===== config.mk =====
export PLATFORM = sky130hd
export DESIGN_NAME = count_sequencer
export DESIGN_NICKNAME = d
export VERILOG_FILES = /design/src/rtl/count_pkg.sv /design/src/rtl/count_core.sv /design/src/rtl/count_sequencer.sv
export SDC_FILE = /design/constraint.sdc
export NUM_CORES = 1
export LEC_CHECK = 0
export ABC_CLOCK_PERIOD_IN_PS = 2100
export CAP_MARGIN = 20
export CORE_MARGIN = 3
export CORE_UTILIZATION = 42
export CTS_CLUSTER_DIAMETER = 30
export DETAILED_ROUTE_END_ITERATION = 8
export GPL_ROUTABILITY_DRIVEN = 0
export PLACE_DENSITY = 0.72
export REMOVE_ABC_BUFFERS = 1
export SLEW_MARGIN = 20
export SYNTH_ARGS = -nofsm -noshare
export SYNTH_HDL_FRONTEND = slang
export SYNTH_SLANG_ARGS = --single-unit

===== constraint.sdc =====
create_clock -name CLK -period 2.1 [get_ports CLK]
set_clock_uncertainty 0.2 [all_clocks]
set_input_delay 0.21 -clock CLK [delete_from_list [all_inputs] [get_ports CLK]]
set_output_delay 0.21 -clock CLK [all_outputs]
set_load 0.01 [all_outputs]

===== src/rtl/count_pkg.sv =====
// Shared state encoding and default width for the count sequencer slice.
package count_pkg;

    localparam int COUNT_WIDTH = 3;

    typedef enum logic [1:0] {
        ST_IDLE = 2'd0,
        ST_RUN  = 2'd1,
        ST_DONE = 2'd2
    } state_t;

endpackage


===== src/rtl/count_core.sv =====
// WIDTH-bit synchronous up/down counter with clear and a registered modulo-wrap flag.
module count_core #(
    parameter int WIDTH = count_pkg::COUNT_WIDTH
) (
    input  logic             CLK,
    input  logic             Reset,
    input  logic             en,
    input  logic             dir,
    input  logic             clr,
    output logic [WIDTH-1:0] q,
    output logic             wrap
);

    logic [WIDTH-1:0] q_q, q_d;
    logic             wrap_q, wrap_d;

    always_comb begin
        q_d    = q_q;
        wrap_d = 1'b0;
        if (clr) begin
            q_d = '0;
        end else if (en) begin
            q_d    = dir ? q_q + 1'b1 : q_q - 1'b1;
            // Wrap flags the step that crosses the modulo boundary in either direction.
            wrap_d = dir ? (q_q == {WIDTH{1'b1}}) : (q_q == '0);
        end
    end

    always_ff @(posedge CLK or posedge Reset) begin
        if (Reset) begin
            q_q    <= '0;
            wrap_q <= 1'b0;
        end else begin
            q_q    <= q_d;
            wrap_q <= wrap_d;
        end
    end

    assign q    = q_q;
    assign wrap = wrap_q;

endmodule


===== src/rtl/count_sequencer.sv =====
// Command-driven run controller: steps count_core toward a latched target, with abort and clear.
module count_sequencer
    import count_pkg::*;
#(
    parameter int WIDTH = COUNT_WIDTH
) (
    input  logic             CLK,
    input  logic             Reset,
    input  logic             Start,
    input  logic             Dir,
    input  logic [WIDTH-1:0] Target,
    input  logic             Abort,
    input  logic             Clear,
    output logic [WIDTH-1:0] Count,
    output logic             Busy,
    output logic             Done,
    output logic             Aborted,
    output logic             Wrap
);

    state_t           state_q, state_d;
    logic             dir_q, dir_d;
    logic [WIDTH-1:0] target_q, target_d;
    logic             busy_q, busy_d;
    logic             done_q, done_d;
    logic             aborted_q, aborted_d;
    logic             core_en, core_clr;
    logic [WIDTH-1:0] core_q, step_val;

    count_core #(.WIDTH(WIDTH)) u_core (
        .CLK   (CLK),
        .Reset (Reset),
        .en    (core_en),
        .dir   (dir_q),
        .clr   (core_clr),
        .q     (core_q),
        .wrap  (Wrap)
    );

    // Value the counter would take on this edge; compared against target to end the run on time.
    assign step_val = dir_q ? core_q + 1'b1 : core_q - 1'b1;

    always_comb begin
        state_d   = state_q;
        dir_d     = dir_q;
        target_d  = target_q;
        aborted_d = 1'b0;
        core_en   = 1'b0;
        core_clr  = 1'b0;
        case (state_q)
            ST_IDLE: begin
                if (Start) begin
                    if (Target != core_q) begin
                        state_d  = ST_RUN;
                        dir_d    = Dir;
                        target_d = Target;
                    end else begin
                        state_d = ST_DONE;
                    end
                end else if (Clear) begin
                    core_clr = 1'b1;
                end
            end
            ST_RUN: begin
                if (Abort) begin
                    state_d   = ST_IDLE;
                    aborted_d = 1'b1;
                end else begin
                    core_en = 1'b1;
                    if (step_val == target_q) state_d = ST_DONE;
                end
            end
            ST_DONE: state_d = ST_IDLE;
            default: state_d = ST_IDLE;
        endcase
        busy_d = (state_d == ST_RUN);
        done_d = (state_d == ST_DONE);
    end

    always_ff @(posedge CLK or posedge Reset) begin
        if (Reset) begin
            state_q   <= ST_IDLE;
            dir_q     <= 1'b1;
            target_q  <= '0;
            busy_q    <= 1'b0;
            done_q    <= 1'b0;
            aborted_q <= 1'b0;
        end else begin
            state_q   <= state_d;
            dir_q     <= dir_d;
            target_q  <= target_d;
            busy_q    <= busy_d;
            done_q    <= done_d;
            aborted_q <= aborted_d;
        end
    end

    assign Count   = core_q;
    assign Busy    = busy_q;
    assign Done    = done_q;
    assign Aborted = aborted_q;

endmodule


==> out/qor.yml <==
grt:
  grt_pass1_wl_um: 1938
  grtUsageTotal_pct: 13.78
  grt_overflow_total: 0
  vias_in_the_first_global_route: 416
  antenna_violations_before_repair: 0
  busiest_layer: "met2"
  grtUsageMet1_pct: 18.14
  grt_start_max_net_pins: 14
  gr-usage-met2_pct: 18.94
  met3_capacity_usage_during_global_routing_pct: 2.372
yosys:
  ys_warn_count: 0
  synthesis.instances: 56
  netlist_area_um2: 656.9
  postSynthAreaPerCell_um2: 11.73
  ys_ff_latch: 13
  ys_seq_area_share_pct: 49.71
  synth_unique_cells: 26
floorplanning:
  die-width_um: 45.55
  start_util_pct: 47.51
  placement_rows: 13
  design.core.area_um2: 1383
  dieHeight_um: 45.55
  area_of_the_die_um2: 2074
  number_of_top_level_pins: 16
route:
  drt-initial-drc-count: 11
  drt_drc_violations_left: 0
  avgRoutedWirePerCell_um: 13.14
  detail-route-antenna-nets: 0
  detail_route.wirelength_um: 1183
  avg_vias_per_cell: 5.233
  via_total_after_detailed_routing: 471
  drt_pre_antenna_iters: 4
sta:
  tightestPinTransition_ps: 499.5
  setup_violations: 0
  max_freq_ghz: 0.5049
  slew_violations: 0
  minimum_period_implied_by_the_final_worst_setup_slack_ps: 1981
  fin_crit_sh_pct: 94.32
  grt_setup_unrepaired: "no"
  hold_violations: 0
  sum_of_negative_setup_slack_ps: 0
  max_slew_margin_pct: 66.66
critical_path:
  critPathMaxFanout: 4
  path_delay_family: "XOR/XNOR gates"
  worst-setup-path-type: "reg2reg"
  critical_path.max_stage_delay_ps: 430
  path_buf_inv: 1
  critPathRequiredTime_ps: 2060
  startpoint_type: "flop"
  cell_repeated_most_along_the_worst_path: "xnor2_1"
  worstPathCellList: "inv_1 -> fa_1 -> xnor2_1 -> xnor2_1 -> nor3_2 -> a2bb2o_1"
  critPathSlowestCell: "fa_1"
  worstSetupEndpointType: "flop"
  worstPathArrival_ps: 1950
pwr:
  worst_ir_drop_vdd_mv: 0.7697
  ratio_of_total_power_to_cell_area_nw_per_um2: 1487
  static-leakage-power_nw: 0.3585
finish:
  syn2layout_area_growth_pct: 29.71
  antenna-diode-count: 0
  layout.filler_cells: 110
  fraction_of_layout_instances_using_a_drive_strength_above_1_pct: 16.00
  final_net_count: 86
  finalCoreUtilization_pct: 61.63
cts:
  cts.clk_slew.worst_paths_ps: 80
  cts_setup_buffers: 0
  root_buffer: "clkbuf_4"
  cts_resized: 0
  numCtsBuffers: 3
  source_to_sink_clock_delay_at_the_later_pin_of_the_worst_skew_pair_ps: 280
  clock_tree.buffer_depth: 2
  clock_tree_from_tritoncts: "built"
  clkSinkCount: 13
  cts_htree_levels: 1
  post_cts_hold_buffer_count: 0
worst_hold_path:
  hp-class: "in2async"
outcome:
  result_of_the_run: "complete, no violations"
place:
  detailed_place_hpwl_um: 912.5
  buffer_ports.inserted: 15
flow_run:
  maxCapViolations: 0
## cells in the mapped netlist, drive strengths merged
library cell   n  area (µm²)
o21ai          3       15.01
and2           1       6.260
xor2           1       8.760
and2b          1       10.01
buf            1       11.26
nor3           1       10.01
dfstp          1       26.28
clkbuf         1       3.750
and3b          1       8.760
mux2           4       45.04
or4            1       7.510
nor2b          1       6.260
dfrtp         12       300.3
o21bai         3       22.52
nor2           1       3.750
a21oi          1       5.000
nand4          1       6.260
fa             1       20.02
xnor2          7       61.31
nand3          1       5.000
inv            3       11.26
nor3b          2       15.01
a2bb2o         2       20.02
nand2          3       11.26
o31ai          1       7.510
or3b           1       8.760
## layer usage
layer	vias to the layer above	wire length, µm
li1	231	-
met1	220	531
met2	15	532
met3	5	71
met4	0	47
met5	-	0
## registers in the layout, indices dropped and copies added, names as in the netlist
name,cells
u_core.q,3
dir_q,1
Aborted,1
state_q,2
Done,1
Busy,1
u_core.wrap,1
target_q,3
## final timing paths
| kind | depth (start not counted) | slack (ps) | from | endpoint |
|---|---|---|---|---|
| setup / recovery | 6 | 120 | u_core.q[0] | Done |
| hold / removal | 2 | 60 | Reset | Aborted |
| setup reg to reg | 6 | 120 | u_core.q[0] | Done |
| hold reg to reg | 1 | 340 | target_q[2] | target_q[2] |
| max in group asynchronous | 2 | 1280 | Reset | dir_q |
| min in group CLK | 1 | 340 | target_q[2] | target_q[2] |
## per-stage QoR
stage	cell area [µm²]	setup WS, ps	hold slack [ps]	instances	total power, mW
2_1_floorplan	641.9	79.19	-113.8	54	0.9024
6_report	852.1	119.4	55.94	90	1.267
4_1_cts	852.1	126.1	84.01	90	1.285
3_5_place_dp	825.8	135.3	322.7	86	1.130
3_3_place_gp	825.8	176.0	313.9	86	1.113
5_1_grt	852.1	62.07	109.2	90	1.367
## cells by family after synthesis
kind of cell / count (synthesis) / synth area share, %
DFF: 13 / 49.72
muxes: 4 / 6.857
adders and majority gates: 1 / 3.048
and+or+nand+nor: 15 / 15.05
AOI/OAI and AO/OA: 10 / 10.67
buffers and inverters: 5 / 3.999
xor gates and xnor gates: 8 / 10.67
## placed cells by master (no fill, tap or decap), drive strengths merged
cell | synthesis | layout
a21oi | 1 | 1
a2bb2o | 2 | 2
and2 | 1 | 1
and2b | 1 | 1
and3b | 1 | 1
buf | 1 | 2
clkbuf | 1 | 4
clkdlybuf4s50 | 0 | 15
dfrtp | 12 | 12
dfstp | 1 | 1
fa | 1 | 1
inv | 3 | 3
mux2 | 4 | 4
nand2 | 3 | 3
nand3 | 1 | 1
nand4 | 1 | 1
nor2 | 1 | 1
nor2b | 1 | 1
nor3 | 1 | 1
nor3b | 2 | 2
o21ai | 3 | 3
o21bai | 3 | 3
o31ai | 1 | 1
or3b | 1 | 1
or4 | 1 | 1
xnor2 | 7 | 7
xor2 | 1 | 1
## report_power, final
part	leakage (nW)	internal, mW	switching, mW
Sequential	0.163	0.365	0.0832
Combinational	0.180	0.374	0.291
Clock	0.0150	0.0737	0.0799
Total	0.359	0.813	0.454
## layout make-up
type / count / area [µm²] / area share (%)
Inverter: 3 / 11.26 / 1.322
Multi-Input combinational cell: 38 / 304.0 / 35.68
Timing Repair Buffer: 17 / 165.2 / 19.38
Tap cell: 15 / 18.77 / 2.203
Clock buffer: 4 / 26.28 / 3.084
Sequential cell: 13 / 326.6 / 38.33
No activity file was read; power rests on OpenSTA's default activity.
